[src/rtl/uart_rx.sv]
// rtl/uart_rx.sv - UART receiver: 2-flop synchroniser, mid-bit sampling, glitch and framing checks.
// Optional even-parity bit and parity_err output when UART_RX_PARITY_EN is defined.
module uart_rx #(
  parameter int CLKS_PER_BIT = 4,
  parameter int DATA_BITS    = 8
) (
  input  logic                 clk_sis,
  input  logic                 rst,
  input  logic                 rx1,
  output logic [DATA_BITS-1:0] data_out,
  output logic                 data_valid,
  output logic                 frame_err,
`ifdef UART_RX_PARITY_EN
  output logic                 parity_err,
`endif
  output logic                 busy
);

  localparam int TICK_W = (CLKS_PER_BIT > 1) ? $clog2(CLKS_PER_BIT) : 1;
  localparam int BIT_W  = (DATA_BITS > 1) ? $clog2(DATA_BITS) : 1;

  localparam logic [TICK_W-1:0] TICK_HALF = TICK_W'(CLKS_PER_BIT / 2 - 1);
  localparam logic [TICK_W-1:0] TICK_LAST = TICK_W'(CLKS_PER_BIT - 1);
  localparam logic [BIT_W-1:0]  BIT_LAST  = BIT_W'(DATA_BITS - 1);

  localparam logic [2:0] ST_IDLE   = 3'd0;
  localparam logic [2:0] ST_START  = 3'd1;
  localparam logic [2:0] ST_DATA   = 3'd2;
  localparam logic [2:0] ST_STOP   = 3'd3;
  localparam logic [2:0] ST_BREAK  = 3'd4;
`ifdef UART_RX_PARITY_EN
  localparam logic [2:0] ST_PARITY = 3'd5;
`endif

  logic [1:0]           sync_q;
  logic                 rx_s;
  logic [2:0]           state;
  logic [TICK_W-1:0]    tick;
  logic [BIT_W-1:0]     bit_idx;
  logic [DATA_BITS-1:0] shift;
`ifdef UART_RX_PARITY_EN
  logic                 par_bit;
`endif

  // Synchroniser flops reset high so a reset release never looks like a start edge.
  always_ff @(posedge clk_sis or negedge rst) begin
    if (!rst) begin
      sync_q <= 2'b11;
    end else begin
      sync_q <= {sync_q[0], rx1};
    end
  end

  assign rx_s = sync_q[1];
  assign busy = (state != ST_IDLE);

  always_ff @(posedge clk_sis or negedge rst) begin
    if (!rst) begin
      state      <= ST_IDLE;
      tick       <= '0;
      bit_idx    <= '0;
      shift      <= '0;
      data_out   <= '0;
      data_valid <= 1'b0;
      frame_err  <= 1'b0;
`ifdef UART_RX_PARITY_EN
      par_bit    <= 1'b0;
      parity_err <= 1'b0;
`endif
    end else begin
      data_valid <= 1'b0;
      frame_err  <= 1'b0;
`ifdef UART_RX_PARITY_EN
      parity_err <= 1'b0;
`endif
      case (state)
        ST_IDLE: begin
          if (!rx_s) begin
            state <= ST_START;
            tick  <= '0;
          end
        end
        // Re-check the line half a bit in; a high level means the edge was a glitch.
        ST_START: begin
          if (tick == TICK_HALF) begin
            tick <= '0;
            if (!rx_s) begin
              state   <= ST_DATA;
              bit_idx <= '0;
            end else begin
              state <= ST_IDLE;
            end
          end else begin
            tick <= tick + 1'b1;
          end
        end
        ST_DATA: begin
          if (tick == TICK_LAST) begin
            tick  <= '0;
            shift <= {rx_s, shift[DATA_BITS-1:1]};
            if (bit_idx == BIT_LAST) begin
`ifdef UART_RX_PARITY_EN
              state <= ST_PARITY;
`else
              state <= ST_STOP;
`endif
            end else begin
              bit_idx <= bit_idx + 1'b1;
            end
          end else begin
            tick <= tick + 1'b1;
          end
        end
`ifdef UART_RX_PARITY_EN
        ST_PARITY: begin
          if (tick == TICK_LAST) begin
            tick    <= '0;
            par_bit <= rx_s;
            state   <= ST_STOP;
          end else begin
            tick <= tick + 1'b1;
          end
        end
`endif
        // Leaving mid-stop-bit lets IDLE catch a start bit that follows with no gap.
        ST_STOP: begin
          if (tick == TICK_LAST) begin
            tick <= '0;
            if (rx_s) begin
              data_out   <= shift;
              data_valid <= 1'b1;
`ifdef UART_RX_PARITY_EN
              parity_err <= ^{shift, par_bit};
`endif
              state      <= ST_IDLE;
            end else begin
              frame_err <= 1'b1;
              state     <= ST_BREAK;
            end
          end else begin
            tick <= tick + 1'b1;
          end
        end
        ST_BREAK: begin
          if (rx_s) begin
            state <= ST_IDLE;
          end
        end
        default: begin
          state <= ST_IDLE;
        end
      endcase
    end
  end

endmodule

[config.mk]
export PLATFORM = sky130hd
export DESIGN_NAME = uart_rx
export DESIGN_NICKNAME = d
export VERILOG_FILES = /design/src/rtl/uart_rx.sv
export SDC_FILE = /design/constraint.sdc
export NUM_CORES = 1
export LEC_CHECK = 0
export BUFFER_PORTS_ARGS = -buffer_cell sky130_fd_sc_hd__clkbuf_2
export CORE_MARGIN = 5
export CORE_UTILIZATION = 50
export CTS_CLUSTER_SIZE = 20
export DETAILED_ROUTE_END_ITERATION = 8
export GPL_ROUTABILITY_DRIVEN = 1
export PLACE_DENSITY_LB_ADDON = 0.2
export SYNTH_ARGS = -nofsm -noshare
export SYNTH_HDL_FRONTEND = slang
export SYNTH_SLANG_ARGS = --single-unit
[constraint.sdc]
create_clock -name clk_sis -period 1.9 [get_ports clk_sis]
set_input_delay 0 -clock clk_sis [delete_from_list [all_inputs] [get_ports clk_sis]]
set_output_delay 0 -clock clk_sis [all_outputs]
set_load 0.05 [all_outputs]
==> metrics <==
FF/Latch Area=about 700 um2; min Tclk post-route=1.929 ns; final slew viol count=0; FF-to-FF End=bit_idx[0]; post-synthesis simple-gate area fraction=between 10% and 20%; Synth top area share=51.33%; worst clock skew=between 0.009 and 0.01 ns; fraction of synthesized area in multiplexers=19.35%; Die Ht=60.35 um; Post-DP Area=1396 um2; GRT Residual Overflow=0; syn nets=103; delay-heaviest family, CP=flip-flops; Yosys warnings=0; critical path required time=2.13 ns; cts bufs inserted=3; Sink Count=28; dpl ws=-0.01516 ns; Synth Area in Compound Gates=4.936%; antenna diode count=0; drt first pass iters=4; WL per Instance=14.32 um; largest net degree at the start of global routing=29; Post-DP HPWL=approximately 1.5 mm; worst slew pin tran=0.6790 ns; Final Hold Fails=0; WL final=2.090 mm; register-to-register path setup slack=-0.03 ns; worst path cell trace=ha_2, ha_4, or3b_4, a2111oi_4, mux2_1; Max Cap Viol=0; final setup TNS=-0.02907 ns; Row Count=18; root buffer cell=clkbuf_4; CTS clk-pin slew, worst paths=roughly 0.16 ns; Remaining DRCs=0; largest fanout on the critical path=2; Vias=780; Tcrit/Tclk final=101.5%; final core utilization=60.86%; Initial Util=between 50% and 60%; slowest CP cell=dfrtp_1; final setup fails=1; H-tree Lvls=1; Via density=5.342; synthesized area=around 1300 um2; vias in the first global route=~800; Distinct cells, synth=26; Hold WS=~0.21 ns; RSZ-0062 raised after global routing=yes; relative slew slack=54.73%; RePlAce Congestion=0.7045; initial antenna violation count=0; CTS tree=done; most frequent cells in the layout=dfrtp_1, mux2_2, clkbuf_2; Multi-input gate area=540.5 um2; XOR/XNOR Fraction of Synth Area=0%; Startpoint Class=flip-flop; reg2reg start=bit_idx[0]; register area share after synthesis=55.48%; die width=a little over 60 um; leakage=~0.74 nW; I/O Pins=14; status=finished, violations left; Finished Cell Area=1494 um2; core region area=~2500 um2; max frequency=0.5184 GHz; fraction of layout cells with a size suffix above 1=42.24%; largest family of logic cells by synthesized area=multiplexers; DRT iter0 DRCs=5; nets=126; Synth Instances=94; Worst setup EP type=flip-flop; Yosys top cell by area=dfrtp_1; flops & latches, synth=28; die area=3642 um2; commonest non-fill, non-tap cell in the layout=dfrtp_1; wire length of the first global-routing pass=3.650 mm; ANT nets after route=0; Synth Area per Inst=~13 um2; PnR worst setup slack=-0.02907 ns; Worst EP arrival=2.16 ns; origin of the worst setup path=bit_idx[0]; I/O Buffers=13; Fillers=~190; Synth Area in Adders=about 5.9%; pwr dens=1283 nW/um2; gr usage total=13.40%; worst setup path class=reg2reg; Area growth syn-to-layout=17.87%; violated checks=negative setup slack; peak supply drop=around 0.00073 V; worst reg2reg path depth=5; clk_lat worst skew=between 0.3 and 0.4 ns; CP bufs+invs=0; Worst Hold Class=in2async; Synth area leaders=dfrtp_1, mux2_2, ha_1; Max Root-Sink Buffers=2; CP max stage delay=0.42 ns
==> through the flow <==
stage / power, mW / cells
floorplan: 1.328 / 94
global placement: 1.508 / 138
detailed placement: 1.536 / 138
CTS: 1.938 / 145
global route: 2.043 / 146
finish: 1.916 / 146
==> synthesized netlist by cell type <==
cell type,count
a21oi_1,2
mux4_2,1
mux2i_1,2
and4b_1,1
buf_2,4
nand2_1,5
nor3b_1,3
inv_1,4
dfrtp_1,26
a2111oi_4,1
dfstp_2,2
and3b_1,1
ha_1,6
or3b_4,1
or3b_1,1
nor2b_1,3
mux2_1,1
o21ai_0,2
nor2_1,5
clkbuf_1,1
nor4bb_1,1
or3_1,1
mux2_2,17
a32oi_1,1
o22ai_1,1
and4_1,1
==> worst register-to-register path: stages, from the launching register on <==
cell and delay [ns]:
dfrtp_1 0.42, ha_2 0.20, ha_4 0.15, or3b_4 0.37, a2111oi_4 0.33, mux2_1 0.35
==> timing repair <==
item,4_1_cts,5_1_grt
buffers inserted,1,1
resized for setup,1,0
hold endpoints to repair,27,0
hold buffers,2,0
pin swaps,0,0
setup endpoints to repair,3,3
==> registers in the layout, indices dropped and copies added (netlist names) <==
name / cells
sync_q: 2
bit_idx: 3
shift: 8
state: 3
data_valid: 1
frame_err: 1
data_out: 8
tick: 2
==> per-layer routing <==
layer | GRT usage, % | wire length (um)
met3 | 2.128 | 68
met4 | 4.747 | 22
met1 | 18.13 | 964
met2 | 21.91 | 1035
met5 | 0 | 0
==> report_power, final <==
group	switching, mW	leakage [nW]	internal (mW)	total, mW
registers	0.0858	0.374	0.707	0.793
clock network	0.181	0.0279	0.214	0.395
logic	0.374	0.336	0.354	0.729
==> kinds of logic (layout without fill, tap and decap cells) <==
group,count (synthesis),in the layout
simple gates,23,23
fa+ha+maj,6,6
mux,21,21
buf+inv,9,31
compound gates,7,7
flops,28,28
==> area by class of cell <==
cell class | count | share of cell area [%]
clock buffer | 3 | 1.508
clock inverter | 1 | 2.010
inverter | 4 | 1.005
multi-input combinational | 57 | 36.18
sequential | 28 | 47.07
tap | 30 | 2.513
timing repair buffer | 23 | 9.715
==> worst max path at each step <==
stage / end / slack, ns / cells after the start
after floorplan: bit_idx[0] / -0.03 / 5
after global placement: bit_idx[0] / 0.02 / 5
after detailed placement: bit_idx[0] / -0.02 / 5
after CTS: bit_idx[0] / -0.04 / 5
after global routing: bit_idx[0] / -0.10 / 5
final: bit_idx[0] / -0.03 / 5
No activity file was read; power rests on OpenSTA's default activity.
